[src/rtl/updi_cs_poller_pkg.sv]
// Shared UPDI definitions: instruction opcodes, control/status register addresses,
// and the result codes and states of the CS-register polling sequencer.
package updi_cs_poller_pkg;

    typedef enum logic [2:0] {
        UPDI_LDS    = 3'd0,
        UPDI_STS    = 3'd1,
        UPDI_LD     = 3'd2,
        UPDI_ST     = 3'd3,
        UPDI_LDCS   = 3'd4,
        UPDI_STCS   = 3'd5,
        UPDI_KEY    = 3'd6,
        UPDI_REPEAT = 3'd7
    } updi_instruction;

    localparam logic [3:0] UPDI_CS_STATUSA        = 4'h0;
    localparam logic [3:0] UPDI_CS_ASI_KEY_STATUS = 4'h7;
    localparam logic [3:0] UPDI_CS_ASI_SYS_STATUS = 4'hB;

    typedef enum logic [1:0] {
        CS_POLL_MATCH     = 2'd0,
        CS_POLL_EXHAUSTED = 2'd1,
        CS_POLL_TIMEOUT   = 2'd2,
        CS_POLL_ACK_ERR   = 2'd3
    } cs_poll_result_e;

    typedef enum logic [3:0] {
        ST_IDLE,
        ST_DRAIN,
        ST_SEND,
        ST_RX_START,
        ST_WAIT_DATA,
        ST_CAPTURE,
        ST_CHECK,
        ST_DELAY,
        ST_FINISH
    } cs_poll_state_e;

endpackage

[src/rtl/updi_cs_poller.sv]
// Repeatedly issues LDCS through the UPDI interface until the masked value matches,
// the poll limit runs out, the response times out, or the interface reports an ACK error.
module updi_cs_poller
    import updi_cs_poller_pkg::*;
#(
    parameter int DATA_ADDR_BITS = 6,
    parameter int POLL_INTERVAL  = 1024,
    parameter int RESP_TIMEOUT   = 65536,
    parameter int MAX_POLLS      = 255
) (
    input  logic                      clk,
    input  logic                      rst,
    input  logic                      start,
    input  logic [3:0]                cs_addr,
    input  logic [7:0]                mask,
    input  logic [7:0]                expected,
    output logic                      busy,
    output logic                      done,
    output logic [1:0]                result,
    output logic [7:0]                last_value,
    output logic [7:0]                poll_count,
    output logic                      instr_converter_en,
    output updi_instruction           instruction,
    output logic [3:0]                instr_cs_addr,
    output logic                      tx_start,
    input  logic                      tx_ready,
    output logic [DATA_ADDR_BITS-1:0] rx_n_bytes,
    output logic                      rx_start,
    input  logic                      rx_ready,
    input  logic                      ack_error,
    input  logic [7:0]                rx_fifo_data,
    output logic                      rx_fifo_rd_en,
    input  logic                      rx_fifo_empty
);

    localparam int TO_W = $clog2(RESP_TIMEOUT) + 1;
    localparam int IV_W = $clog2(POLL_INTERVAL) + 1;

    cs_poll_state_e  r_state, w_state_next;
    cs_poll_result_e r_result, w_result_val;
    logic [3:0]      r_cs_addr;
    logic [7:0]      r_mask, r_expected, r_last_value, r_poll_count;
    logic [TO_W-1:0] r_to_cnt, w_to_next;
    logic [IV_W-1:0] r_iv_cnt;
    logic            w_latch, w_poll_inc, w_to_clr, w_iv_load, w_capture, w_set_result;

    assign w_to_next = r_to_cnt + TO_W'(1);

    always_comb begin
        w_state_next       = r_state;
        w_result_val       = CS_POLL_MATCH;
        w_set_result       = 1'b0;
        w_latch            = 1'b0;
        w_poll_inc         = 1'b0;
        w_to_clr           = 1'b0;
        w_iv_load          = 1'b0;
        w_capture          = 1'b0;
        busy               = (r_state != ST_IDLE);
        done               = 1'b0;
        instr_converter_en = 1'b0;
        tx_start           = 1'b0;
        rx_start           = 1'b0;
        rx_fifo_rd_en      = 1'b0;

        case (r_state)
            ST_IDLE: begin
                if (start) begin
                    w_latch      = 1'b1;
                    w_state_next = ST_DRAIN;
                end
            end
            ST_DRAIN: begin
                // Stale bytes from earlier operations must not be mistaken for our reply.
                if (!rx_fifo_empty) rx_fifo_rd_en = 1'b1;
                else                w_state_next  = ST_SEND;
            end
            ST_SEND: begin
                instr_converter_en = 1'b1;
                if (tx_ready) begin
                    tx_start     = 1'b1;
                    w_poll_inc   = 1'b1;
                    w_state_next = ST_RX_START;
                end
            end
            ST_RX_START: begin
                if (rx_ready) begin
                    rx_start     = 1'b1;
                    w_to_clr     = 1'b1;
                    w_state_next = ST_WAIT_DATA;
                end
            end
            ST_WAIT_DATA: begin
                if (!rx_fifo_empty) begin
                    rx_fifo_rd_en = 1'b1;
                    w_state_next  = ST_CAPTURE;
                end else if (w_to_next == TO_W'(RESP_TIMEOUT - 1)) begin
                    w_set_result = 1'b1;
                    w_result_val = CS_POLL_TIMEOUT;
                    w_state_next = ST_FINISH;
                end
            end
            ST_CAPTURE: begin
                w_capture    = 1'b1;
                w_state_next = ST_CHECK;
            end
            ST_CHECK: begin
                if ((r_last_value & r_mask) == r_expected) begin
                    w_set_result = 1'b1;
                    w_result_val = CS_POLL_MATCH;
                    w_state_next = ST_FINISH;
                end else if (r_poll_count == 8'(MAX_POLLS)) begin
                    w_set_result = 1'b1;
                    w_result_val = CS_POLL_EXHAUSTED;
                    w_state_next = ST_FINISH;
                end else begin
                    w_iv_load    = 1'b1;
                    w_state_next = ST_DELAY;
                end
            end
            ST_DELAY: begin
                if (r_iv_cnt == '0) w_state_next = ST_SEND;
            end
            ST_FINISH: begin
                done         = 1'b1;
                w_state_next = ST_IDLE;
            end
            default: w_state_next = ST_IDLE;
        endcase

        // An ACK failure aborts the run and suppresses every side effect of this cycle.
        if (ack_error && (r_state != ST_IDLE) && (r_state != ST_FINISH)) begin
            w_state_next  = ST_FINISH;
            w_set_result  = 1'b1;
            w_result_val  = CS_POLL_ACK_ERR;
            tx_start      = 1'b0;
            rx_start      = 1'b0;
            rx_fifo_rd_en = 1'b0;
            w_poll_inc    = 1'b0;
            w_to_clr      = 1'b0;
            w_iv_load     = 1'b0;
            w_capture     = 1'b0;
        end
    end

    always_ff @(posedge clk) begin
        if (rst) begin
            r_state      <= ST_IDLE;
            r_result     <= CS_POLL_MATCH;
            r_cs_addr    <= '0;
            r_mask       <= '0;
            r_expected   <= '0;
            r_last_value <= '0;
            r_poll_count <= '0;
            r_to_cnt     <= '0;
            r_iv_cnt     <= '0;
        end else begin
            r_state <= w_state_next;
            if (w_latch) begin
                r_cs_addr    <= cs_addr;
                r_mask       <= mask;
                r_expected   <= expected;
                r_poll_count <= '0;
            end
            if (w_poll_inc)                     r_poll_count <= r_poll_count + 8'd1;
            if (w_to_clr)                       r_to_cnt     <= '0;
            else if (r_state == ST_WAIT_DATA)   r_to_cnt     <= w_to_next;
            if (w_iv_load)                      r_iv_cnt     <= IV_W'(POLL_INTERVAL - 1);
            else if (r_state == ST_DELAY && r_iv_cnt != '0)
                                                r_iv_cnt     <= r_iv_cnt - IV_W'(1);
            if (w_capture)                      r_last_value <= rx_fifo_data;
            if (w_set_result)                   r_result     <= w_result_val;
        end
    end

    assign result        = r_result;
    assign last_value    = r_last_value;
    assign poll_count    = r_poll_count;
    assign instruction   = UPDI_LDCS;
    assign instr_cs_addr = r_cs_addr;
    assign rx_n_bytes    = DATA_ADDR_BITS'(1);

endmodule

[config.mk]
export PLATFORM = sky130hd
export DESIGN_NAME = updi_cs_poller
export DESIGN_NICKNAME = d
export VERILOG_FILES = /design/src/rtl/updi_cs_poller_pkg.sv /design/src/rtl/updi_cs_poller.sv
export SDC_FILE = /design/constraint.sdc
export NUM_CORES = 1
export LEC_CHECK = 0
export CORE_AREA = 2 2 97 99
export CTS_BUF_LIST = sky130_fd_sc_hd__clkbuf_4
export DETAILED_ROUTE_END_ITERATION = 10
export DIE_AREA = 0 0 99 101
export PLACE_DENSITY = 0.6
export SLEW_MARGIN = 10
export SYNTH_ARGS = -nofsm -noshare
export SYNTH_HDL_FRONTEND = slang
export SYNTH_SLANG_ARGS = --single-unit
[constraint.sdc]
create_clock -name clk -period 4.8 [get_ports clk]
set_clock_uncertainty 0.2 [all_clocks]
set_input_delay 0.48 -clock clk [delete_from_list [all_inputs] [get_ports clk]]
set_output_delay 0.48 -clock clk [all_outputs]
set_load 0.01 [all_outputs]
# After elaboration in Yosys (flattened, before gate mapping)
# Index checks and enable logic that the tools add are counted.
# totals
output_inout_bits,37
wordCells,100
regBits,70
# op_classes
n_reduce_logical,15
n_eq_ne,24
n_mux,46
add_sub_neg,3
n_bitwise,1
# ops
cell,n
two-way mux 4 bit,10
case mux 4 bit (8 select lines),1
two-way mux 1 bit,26
two-way mux 10 bit,2
!= test 3 bit (second input constant),6
adder 17 x 1 -> 17 bit (second input constant),1
== test 17 x 16 -> 1 bit (second input constant),1
== test 4 x 3 -> 1 bit (second input constant),4
two-way mux 8 bit,2
AND reduction 6 bit,2
zero test 11 bit,1
nonzero test 11 bit,1
subtractor 11 x 1 -> 11 bit (second input constant),1
!= test 2 bit (second input constant),5
adder 8 x 1 -> 8 bit (second input constant),1
AND 8 bit,1
== test 4 x 2 -> 1 bit (second input constant),2
== test 8 bit,1
== test 8 bit (second input constant),1
!= test 4 bit (second input constant),2
OR reduction 2 bit,4
two-way mux 2 bit,3
== test 4 x 1 -> 1 bit (second input constant),1
== test 4 bit (second input constant),1
6 further kinds,9

# Longest topological paths before layout
# depth
depth_word,6
depth_mapped,8
ltp_nobuf,8

# Worst setup path before layout
# OpenSTA, ideal clock, no wires.
# synth_path
path_type,register to register
start,register r_to_cnt[0]
end,"register r_result[0], in the netlist result[0]"
n_path_buf,0
arrival_ps,2071
path_slack_ps,2401
synth_period_minus_slack_ps,2399
setup_time_ps,128
required_ps,4472
stages_incl_launch_ff,8
path_cell_list,dfxtp_1 ha_1 and3_2 and3_1 xnor2_1 nor4b_2 or4b_4 o2bb2ai_1
# synth_via
elab_chain_cells,6
# synth_rtl
item,line,rtl
start: declaration,updi_cs_poller.sv:43,"logic [TO_W-1:0] r_to_cnt, w_to_next;"
start signal: assignment,updi_cs_poller.sv:166,else if (r_state == ST_WAIT_DATA) r_to_cnt <= w_to_next;
adder 17 x 1 -> 17 bit,updi_cs_poller.sv:47,assign w_to_next = r_to_cnt + TO_W'(1);
== test 17 x 16 -> 1 bit,updi_cs_poller.sv:96,end else if (w_to_next == TO_W'(RESP_TIMEOUT - 1)) begin
two-way mux 1 bit,updi_cs_poller.sv:96,
two-way mux 1 bit,updi_cs_poller.sv:93,if (!rx_fifo_empty) begin
case mux 1 bit (2 select lines),updi_cs_poller.sv:65,case (r_state)
two-way mux 1 bit,updi_cs_poller.sv:131,if (ack_error && (r_state != ST_IDLE) && (r_state != ST_FINISH)) begin
end signal: assignment,updi_cs_poller.sv:171,if (w_set_result) r_result <= w_result_val;
end: declaration,updi_cs_poller.sv:40,"cs_poll_result_e r_result, w_result_val;"
# Every way passes these cells.
# A chain may end at the register's enable or synchronous reset.

# Worst setup path in the final report
# layout_path
start,register r_state[1]
end,output port tx_start
# layout_via
elab_chain_cells,4
# layout_rtl
item,line,rtl
start: declaration,updi_cs_poller.sv:39,"cs_poll_state_e r_state, w_state_next;"
start signal: assignment,updi_cs_poller.sv:157,r_state <= w_state_next;
nonzero test 4 bit,updi_cs_poller.sv:131,
logical AND 1 bit (2 in a row),updi_cs_poller.sv:131,
two-way mux 1 bit *,updi_cs_poller.sv:131,
end: declaration,updi_cs_poller.sv:25,"output logic tx_start,"
# Every way passes the cells marked *; elsewhere a longest branch is shown, timed or not.

==> impl_metrics.yaml <==
outcome:
  status: "completed"
detailed_routing:
  dr.pass1.iters: 4
  drc: 0
  wl_per_cell_um: 13.78
  wirelength_mm: 8.348
  postRouteAntennaNets: 0
  first_iter_violations: 81
  vias: 3162
  vias_per_cell: 5.218
cts:
  ctsRootBufferMaster: "clkbuf_4"
  postCtsSetupRepairBufs: 0
  cts_hold_buf: 0
  insertion_delay_ns: 0.43
  clk_pin_slew_worst_paths_ns: 0.12
  cts_tree: "built"
  cts_buffers: 9
  clock_path_buffers: 2
  cts-resized-gates: 0
  clock-sinks: 70
  htree_levels: 3
critical_path:
  slowest_delay_ns: 0.61
  cp.required_ns: 4.12
  slowest_stage: "dfxtp_1"
  crit_path_end_kind: "primary output"
  crit_type: "register to primary output"
  cp_max_fo: 14
  cp_cell_sequence: "nor4b_1 -> nand3_1 -> inv_1 -> clkdlybuf4s50_1"
  cp.arrival_ns: 2.56
  startpoint_type: "register"
yosys:
  synth_cell_types: 51
  synth_enable_flop_cells: 0
  synth_top_cell_area_share: 0.3984
  ys_ff_latch: 70
  syn_inst: 436
  async_reset_ff_frac: 0
  synth.largest_area_cell: "dfxtp_1"
  ys_seq_area_frac: 0.3984
  ys.flop_type: "dfxtp_1"
  synth_area_sq_um: 3517
  yosys_warnings: 0
  synth_area_leaders: "dfxtp_1, a21oi_1, nand2_1, nor2_1, xor2_1"
  syn_avg_cell_area_sq_um: 8.067
global_route:
  grt_use_met3: 0.04022
  grt_use_met1: 0.2342
  antenna_found_initial: 0
  grt_pass1_vias: 2839
  grt_overflow_total: 0
  grt_pass1_wl_mm: 13.78
  grt-busiest-layer: "met2"
  grtUsageMet2: 0.2604
  grt_max_degree: 56
  grt_use_total: 0.1695
floorplanning:
  die_x_um: 99
  rows: 35
  start_util: 0.3918
  pin_count: 72
  dieArea_sq_um: 9999
  die_h_um: 101
  coreArea_sq_um: 8977
final_layout:
  final_area_sq_um: 4322
  layout_commonest_cell: "dfxtp_1"
  final_cell_mix: "dfxtp_1, nand2_1, clkdlybuf4s50_1"
  seq_area_sq_um: 1401
  area_delta_synth_final_pct: 22.87
  diodes: 0
  layout-drive-gt1-share: 0.06465
  n_fill_cell: 888
  fin_nets: 529
  multiInputGateArea_sq_um: 1979
power_and_ir_drop:
  p_clk_frac: 0.257
  peakVddDrop_mv: 0.1435
  power_density_nw_per_um2: 362.3
  pwr-share-seq: 0.459
  switching_share: 0.3607
  intPower_uw: 1001
  leakagePower_uw: 0.001675
  p_switching_uw: 564.8
  p_comb_frac: 0.284
run:
  cap_violations: 0
worst_hold_path:
  hold_class: "register to register"
placement:
  hpwl_mm: 5.888
  placed_area_sq_um: 4173
  io_buffers: 62
  globalplace.congestion: 0.8463
timing:
  rsz0062_at_grt: "false"
  setup_violations: 0
  worst_slew_pin_slew_ns: 0.8580
  relSlewSlack: 0.4264
  holdWs_ns: 0.2672
  finalMaxSlewViolations: 0
  fin_crit_ns: 3.237
  hold_violations: 0
  setup_tns_ns: 0
  min_period_over_period: 0.6744
  fmax_mhz: 308.9
-- worst max-delay path: cells and delay by family (launching register included) --
| kind | cells | cell delay, ns |
|---|---|---|
| buf+inv | 2 | 0.84 |
| flops | 1 | 0.61 |
| simple gates | 2 | 0.69 |
-- state kept, by name, summed over array words and instances, names as in the netlist --
signal,cells
r_state,4
r_expected,8
r_to_cnt,17
poll_count,8
last_value,8
r_mask,8
r_iv_cnt,11
result,2
instr_cs_addr,4
-- final cells by class --
| type | count | share of cell area |
|---|---|---|
| flip-flops and latches | 70 | 0.3243 |
| repair buffers | 64 | 0.1459 |
| well taps | 111 | 0.03214 |
| clock inverters | 7 | 0.01882 |
| inverters | 6 | 0.005211 |
| clock buffers | 9 | 0.01563 |
| multi-input cells | 339 | 0.4580 |
-- kinds of logic after synthesis --
family / after synthesis / share of synthesized area
AOI/OAI and AO/OA: 86 / 0.1469
xor gates and xnor gates: 28 / 0.06972
adders and majority gates: 4 / 0.01423
buffers and inverters: 34 / 0.04625
DFF: 70 / 0.3984
muxes: 10 / 0.03237
other: 2 / 0.002135
and+or+nand+nor: 202 / 0.2899
-- path summary, 6_finish.rpt --
kind | cells after the start | slack (ns) | start | end
max | 4 | 1.56 | r_state[1] | tx_start
min | 2 | 0.27 | r_expected[0] | r_expected[0]
max reg2reg | 7 | 2.18 | r_to_cnt[0] | result[0]
min reg2reg | 2 | 0.27 | r_expected[0] | r_expected[0]
-- synthesized netlist by cell type (all sizes together) (5+ instances only) --
cell,number
nand3,19
buf,12
or4,5
xnor2,12
nor2,47
nor3,10
inv,6
a21oi,50
clkbuf,16
o21ai,11
xor2,16
and3,16
nand2,61
dfxtp,70
nand4,10
mux2i,8
or3,7
-- per-stage QoR --
step	setup slack, ns	util	std cells	power [uW]
2_1_floorplan	2.401	-	443	1015
3_3_place_gp	1.887	0.4648	590	1172
3_5_place_dp	1.855	0.4648	590	1179
4_1_cts	1.525	0.4814	606	1585
5_1_grt	1.366	0.4814	606	1673
6_report	1.563	0.4814	606	1566
-- power by group through the flow --
stage / Sequential [uW] / Clock [uW] / Combinational (uW)
2_1_floorplan: 702 / 0 / 312
3_3_place_gp: 729 / 0 / 443
3_5_place_dp: 731 / 0 / 448
4_1_cts: 717 / 417 / 450
5_1_grt: 732 / 442 / 499
6_report: 718 / 403 / 445
-- layer usage --
metal,wire length (um),vias up
li1,-,1629
met1,4084,1454
met2,3688,70
met3,458,9
met4,116,0
met5,0,-
No activity file was read; power rests on OpenSTA's default activity.
